$ cat src/rtl/crc_pkg.sv
// rtl/crc_pkg.sv - shared CRC-16 constants and bit-reversal helpers
package crc_pkg;

  localparam logic [15:0] CRC16_CCITT_POLY = 16'h1021;
  localparam logic [15:0] CRC16_CCITT_INIT = 16'hFFFF;

  function automatic logic [7:0] rev8(input logic [7:0] v);
    logic [7:0] r;
    for (int i = 0; i < 8; i++) r[i] = v[7-i];
    return r;
  endfunction

  function automatic logic [15:0] rev16(input logic [15:0] v);
    logic [15:0] r;
    for (int i = 0; i < 16; i++) r[i] = v[15-i];
    return r;
  endfunction

endpackage

$ cat src/rtl/crc16_byte_step.sv
// rtl/crc16_byte_step.sv - combinational fold of one MSB-first byte into a CRC-16
module crc16_byte_step
  import crc_pkg::*;
#(
  parameter logic [15:0] POLY = CRC16_CCITT_POLY
) (
  input  logic [15:0] crc_in,
  input  logic [7:0]  byte_in,
  output logic [15:0] crc_next
);

  logic [15:0] w_c;

  always_comb begin
    w_c = crc_in ^ {byte_in, 8'h00};
    for (int i = 0; i < 8; i++) begin
      w_c = w_c[15] ? ((w_c << 1) ^ POLY) : (w_c << 1);
    end
    crc_next = w_c;
  end

endmodule

$ cat src/rtl/crc16b.sv
// rtl/crc16b.sv - byte-serial CRC-16 generator/checker, one byte per enabled clock
module crc16b
  import crc_pkg::*;
#(
  parameter logic [15:0] POLY   = CRC16_CCITT_POLY,
  parameter logic [15:0] INIT   = CRC16_CCITT_INIT,
  parameter bit          REFIN  = 1'b0,
  parameter bit          REFOUT = 1'b0,
  parameter logic [15:0] XOROUT = 16'h0000
) (
  input  logic        clk,
  input  logic        rst,
  input  logic        crc_en,
  input  logic [7:0]  data_in,
  output logic [15:0] crc_out
);

  logic [15:0] r_crc;
  logic [7:0]  w_d;
  logic [15:0] w_next;

  assign w_d = REFIN ? rev8(data_in) : data_in;

  crc16_byte_step #(.POLY(POLY)) u_step (
    .crc_in   (r_crc),
    .byte_in  (w_d),
    .crc_next (w_next)
  );

  // data_in is only consumed under crc_en, so X on idle cycles never reaches r_crc
  always_ff @(posedge clk) begin
    if (!rst) begin
      r_crc <= INIT;
    end else if (crc_en) begin
      r_crc <= w_next;
    end
  end

  assign crc_out = (REFOUT ? rev16(r_crc) : r_crc) ^ XOROUT;

endmodule

$ cat config.mk
export PLATFORM = sky130hd
export DESIGN_NAME = crc16b
export DESIGN_NICKNAME = d
export VERILOG_FILES = /design/src/rtl/crc_pkg.sv /design/src/rtl/crc16_byte_step.sv /design/src/rtl/crc16b.sv
export SDC_FILE = /design/constraint.sdc
export NUM_CORES = 1
export LEC_CHECK = 0
export CELL_PAD_IN_SITES_DETAIL_PLACEMENT = 0
export CELL_PAD_IN_SITES_GLOBAL_PLACEMENT = 1
export CORE_ASPECT_RATIO = 0.7
export CORE_UTILIZATION = 35
export CTS_CLUSTER_SIZE = 10
export DETAILED_ROUTE_END_ITERATION = 8
export PLACE_DENSITY_LB_ADDON = 0.2
export SYNTH_ARGS = -nofsm -noshare
export SYNTH_HDL_FRONTEND = slang
export SYNTH_SLANG_ARGS = --single-unit
$ cat constraint.sdc
create_clock -name clk -period 1.4 [get_ports clk]
set_input_delay 0.28 -clock clk [delete_from_list [all_inputs] [get_ports clk]]
set_output_delay 0.28 -clock clk [all_outputs]
set_load 0.005 [all_outputs]
==> flow_summary.json <==
{
  "outcome": "completed",
  "seqPwrFrac": 0.315,
  "synth_area_um2": 906,
  "cts-hold-fix-buffers": 0,
  "p_switching_mw": 0.520,
  "fin_nets": 143,
  "crit_required_ns": 1.12,
  "syn_avg_cell_area_um2": 11.6,
  "pwr-share-comb": 0.474,
  "hp-class": "register to register",
  "drc": 0,
  "drv_slew": 0,
  "vdd_drop_max_uv": 614,
  "synthSimpleGateAreaFrac": 0.0608,
  "post_drt_wl_per_cell_um": 12.0,
  "wl_met1_um": 920,
  "hold_viol_final": 0,
  "grt_usage": 0.164,
  "largest_register_ffs": 16,
  "via_per_inst": 4.43,
  "cp_max_fo": 2,
  "first_iter_violations": 21,
  "grt_pass1_wl_um": 3390,
  "core_area_um2": 2460,
  "routed-wl-met3_um": 95,
  "antenna_found_initial": 0,
  "numPortBuffers": 26,
  "p_total_mw": 1.97,
  "synth_edf_count": 0,
  "synth_compound_area_frac": 0.155,
  "via_count": 731,
  "powerDensity_nw_per_um2": 1300,
  "yosysWarnings": 0,
  "cpLargestDelayFamily": "buffers and inverters",
  "path_class": "register to output port",
  "critPathLaunchType": "register",
  "hpwl_um": 1430,
  "synth-seq-cells": 16,
  "cts_made_buffers": 3,
  "clk_latency_ns": 0.25,
  "synthCells": 78,
  "clkTransAtPathRegs_ns": 0.06,
  "finalSetupTns_ns": 0,
  "regArea_um2": 348,
  "synth_top_family_by_area": "XOR/XNOR gates",
  "fin_crit_sh": 0.968,
  "synth_fa_ha_area_frac": 0,
  "tritoncts": "yes",
  "cap_violations": 0,
  "path_cells": "clkdlybuf4s50_1",
  "ant_nets": 0,
  "dieArea_um2": 2800,
  "drt-total-wl_um": 1970,
  "synth-async-reset-ratio": 0,
  "multi_input_area_um2": 578,
  "slowest_stage": "clkdlybuf4s50_1",
  "overflow": 0,
  "areaGrowthSynthToFinish_pct": 67.0,
  "grt_max_degree": 11,
  "num_rows": 15,
  "io-pin-count": 27,
  "top_layer": "met4",
  "relSlewSlack": 0.712,
  "wl_met2_um": 928,
  "critPathMaxStageDelay_ns": 0.48,
  "synth_mux_area_frac": 0,
  "final_common_cell": "buf_4",
  "antenna_cells": 0,
  "fill_cells": 206,
  "clock_path_buffers": 2,
  "clock_sinks": 16,
  "setup_viol": 0,
  "rsz0062_at_grt": "false",
  "worstPathArrival_ns": 1.07,
  "yosysSeqAreaShare": 0.354,
  "htreeDepth": 1,
  "ys_types": 18,
  "synth_nets": 89,
  "most-common-layout-cells": "26 x buf_4, 13 x dfxtp_2, 13 x dlymetal6s2s_1",
  "tightest_slew_ns": 0.428,
  "synth_ff_type": "dfxtp_1",
  "start_util": 0.368,
  "synthXorXnorAreaFrac": 0.414,
  "endpoint_kind": "output port",
  "internal_power_mw": 1.45,
  "drive_gt1_frac": 0.397,
  "die_w_um": 62.8,
  "leakagePower_nw": 0.714,
  "layout_min_cycle_time_ns": 1.35,
  "clock-root-buffer": "clkbuf_8",
  "place.gp.congestion": 0.680,
  "skew_ns": 0.00125,
  "first_pass_iters": 3,
  "swShare": 0.264,
  "max_freq_mhz": 738,
  "p_clk_frac": 0.211,
  "die_y_um": 44.6,
  "grt_pass1_vias": 727,
  "crit_buf_inv": 1
}
==> tightest hold or removal path: stages (launching register included) <==
cell and delay (ns):
dfxtp_2 0.34, nand2_1 0.05, o211ai_1 0.07
==> power by group through the flow <==
stage,combinational [mW],clock (mW),sequential (mW)
finish,0.935,0.416,0.621
global route,1.01,0.456,0.635
CTS,0.942,0.429,0.624
detailed placement,0.890,0,0.630
global placement,0.887,0,0.626
floorplan,0.526,0,0.624
==> cell families after synthesis <==
group,after synthesis
AOI/OAI and AO/OA,19
xor gates and xnor gates,25
buffers and inverters,4
DFF,16
and+or+nand+nor,14
==> worst paths after layout <==
check	startpoint	endpoint	slack, ns	depth (start not counted)
setup reg to reg	crc_out[13]	crc_out[13]	0.07	4
hold reg to reg	crc_out[3]	crc_out[3]	0.50	2
setup / recovery	crc_out[13]	crc_out[13]	0.05	1
hold / removal	crc_out[3]	crc_out[3]	0.50	2
==> layout make-up <==
type,count,area share
inverter,1,0.00248
timing repair buffer,52,0.321
multi-input combinational,58,0.382
clock buffer,4,0.0364
sequential,16,0.230
tap,34,0.0281
==> synthesized netlist by cell type (3+ instances only) <==
master | number | area share
dfxtp_1 | 16 | 0.35
nand2_1 | 10 | 0.041
xnor2_1 | 10 | 0.097
o211ai_1 | 9 | 0.075
xnor3_1 | 7 | 0.17
a21boi_0 | 3 | 0.025
a22oi_1 | 3 | 0.025
clkbuf_1 | 3 | 0.012
nor2_1 | 3 | 0.012
xnor2_2 | 3 | 0.054
==> what timing repair did <==
item / 4_1_cts / 5_1_grt
pin swaps: 0 / 1
buffers inserted: 4 / 2
gates resized for setup: 20 / 15
setup endpoints to repair: 16 / 16
==> stage by stage <==
stage,util,instances,worst slack (ns),hold WS [ns],area [um^2]
after floorplan,-,78,0.129,0.393,906
after global placement,0.548,155,-0.228,0.503,1350
after detailed placement,0.548,155,-0.256,0.515,1350
after CTS,0.592,163,-0.000860,0.507,1460
after global routing,0.615,165,0.0102,0.524,1510
final,0.615,165,0.0454,0.500,1510
==> layer usage <==
metal,track usage,up-vias
li1,-,376
met1,0.204,333
met3,0.0541,5
met2,0.265,17
met4,0.0698,0
met5,0,-
Power figures use the tool's default switching activity.
==> variant, RTL diff (config.mk and constraints unchanged) <==
Add an input register stage for `crc_en` and `data_in`; this delays them by one clock. Comments in the files are not updated.
--- a/src/rtl/crc16b.sv
+++ b/src/rtl/crc16b.sv
@@ -15,11 +15,19 @@
   output logic [15:0] crc_out
 );
 
+  logic crc_en_q;
+  logic [7:0] data_q;
+
+  always_ff @(posedge clk) begin
+    crc_en_q <= crc_en;
+    data_q   <= data_in;
+  end
+
   logic [15:0] r_crc;
   logic [7:0]  w_d;
   logic [15:0] w_next;
 
-  assign w_d = REFIN ? rev8(data_in) : data_in;
+  assign w_d = REFIN ? rev8(data_q) : data_q;
 
   crc16_byte_step #(.POLY(POLY)) u_step (
     .crc_in   (r_crc),
@@ -31,7 +39,7 @@
   always_ff @(posedge clk) begin
     if (!rst) begin
       r_crc <= INIT;
-    end else if (crc_en) begin
+    end else if (crc_en_q) begin
       r_crc <= w_next;
     end
   end
Check against the original RTL: not equivalent (a bounded check fails within 4 cycles, from zero or initial values and one cycle with rst low).
==> variant against the unedited design <==
- sequential cell count up 9
- critical endpoint is now crc_out[9]
- wire length up 4.0%
- setup slack worse by 0.0014 ns
- synthesized area up 22%
- final cell count up 0.61%
- die area up 21%
- total power up 13%
- largest power group unchanged
- final area up 7.8%
==> variant: results (changes against the unedited design) <==
[worst_setup_path]
rr_startpoint=crc_out[12]
r2r_slack_ns=0.05  ; -0.02 ns
critPathLaunch=crc_out[9]

[hold_path]
hold_end=data_q[7]
hold_class=input pin to register

[finish]
multi_input_area_share=0.374  ; -0.00838
nonClkBufAreaFrac=0.244  ; -0.0769
seq_share=0.322  ; +0.0924
inv_count=2  ; +1
drive_gt1_frac=0.323  ; -0.0739
clk_share=0.0276  ; -0.00877

[clock_network]
clk_pin_slew_worst_paths_ns=0.08  ; +0.02 ns
clock_sinks=25  ; +9

[power]
pg_seq_mw=0.902  ; +45%
irDropWorstVdd_mv=0.726  ; +18%
p_seq_frac=0.404  ; +0.089
power.leakage_nw=0.730  ; +2.2%
power_frac_clock=0.187  ; -0.024

[placement]
dp_hpwl_um=1440  ; +0.95%
placed_area_um2=1450  ; +7.8%
place_inst=153  ; -1.3%
place_congestion=0.667  ; -1.9%

[die]
num_rows=16  ; +1

[routing]
drt_iter0_drc=10  ; -52%
routedWlPerCell_um=12.4  ; +3.4%
first_pass_iters=4  ; +1
via_per_inst=4.51  ; +1.7%

[logic_synthesis]
synth.area.top_cells=dfxtp_1 (45%), xnor3_1 (10%), xor3_1 (6.4%)
syn_nets=98  ; +10%
yosys-top-cells-count=dfxtp_1 (25), nand2_1 (9), o211ai_1 (8), xnor2_1 (7), xnor3_1 (5)

[sta]
max-slew-margin-rel=0.704  ; -0.00795
skew_ns=0.00179  ; +0.000540 ns

[global_route]
grt_max_degree=15  ; +4

[outcome]
status=finished clean

==> variant: cell count changes in the layout (fill, tap and decap cells not counted), moves of 3 or more <==
cell,unedited run,this run
dfxtp_1,0,9
dlymetal6s2s_1,13,9
buf_4,26,16
xnor2_4,0,3
==> variant: layer usage <==
| layer | global-route usage | share of wire | wire length (um) |
|---|---|---|---|
| met3 | 0.0537 | 0.043 | 88 |
| met2 | 0.202 | 0.45 | 924 |
| met5 | 0 | 0 | 0 |
| met1 | 0.189 | 0.50 | 1030 |
| met4 | 0.0204 | 0.0049 | 10 |
==> variant: cells by family after synthesis <==
kind of cell | Yosys count | synth area share
and+or+nand+nor | 13 | 0.0464
AOI/OAI and AO/OA | 20 | 0.131
xor gates and xnor gates | 24 | 0.353
buffers and inverters | 5 | 0.0170
DFF | 25 | 0.452
==> variant: timing repair <==
item                                    4_1_cts  5_1_grt
endpoints found under the setup margin       16       14
setup buffers                                 7        2
gates resized for setup                      22       11
pin swaps                                     0        0
gates cloned                                  0        0
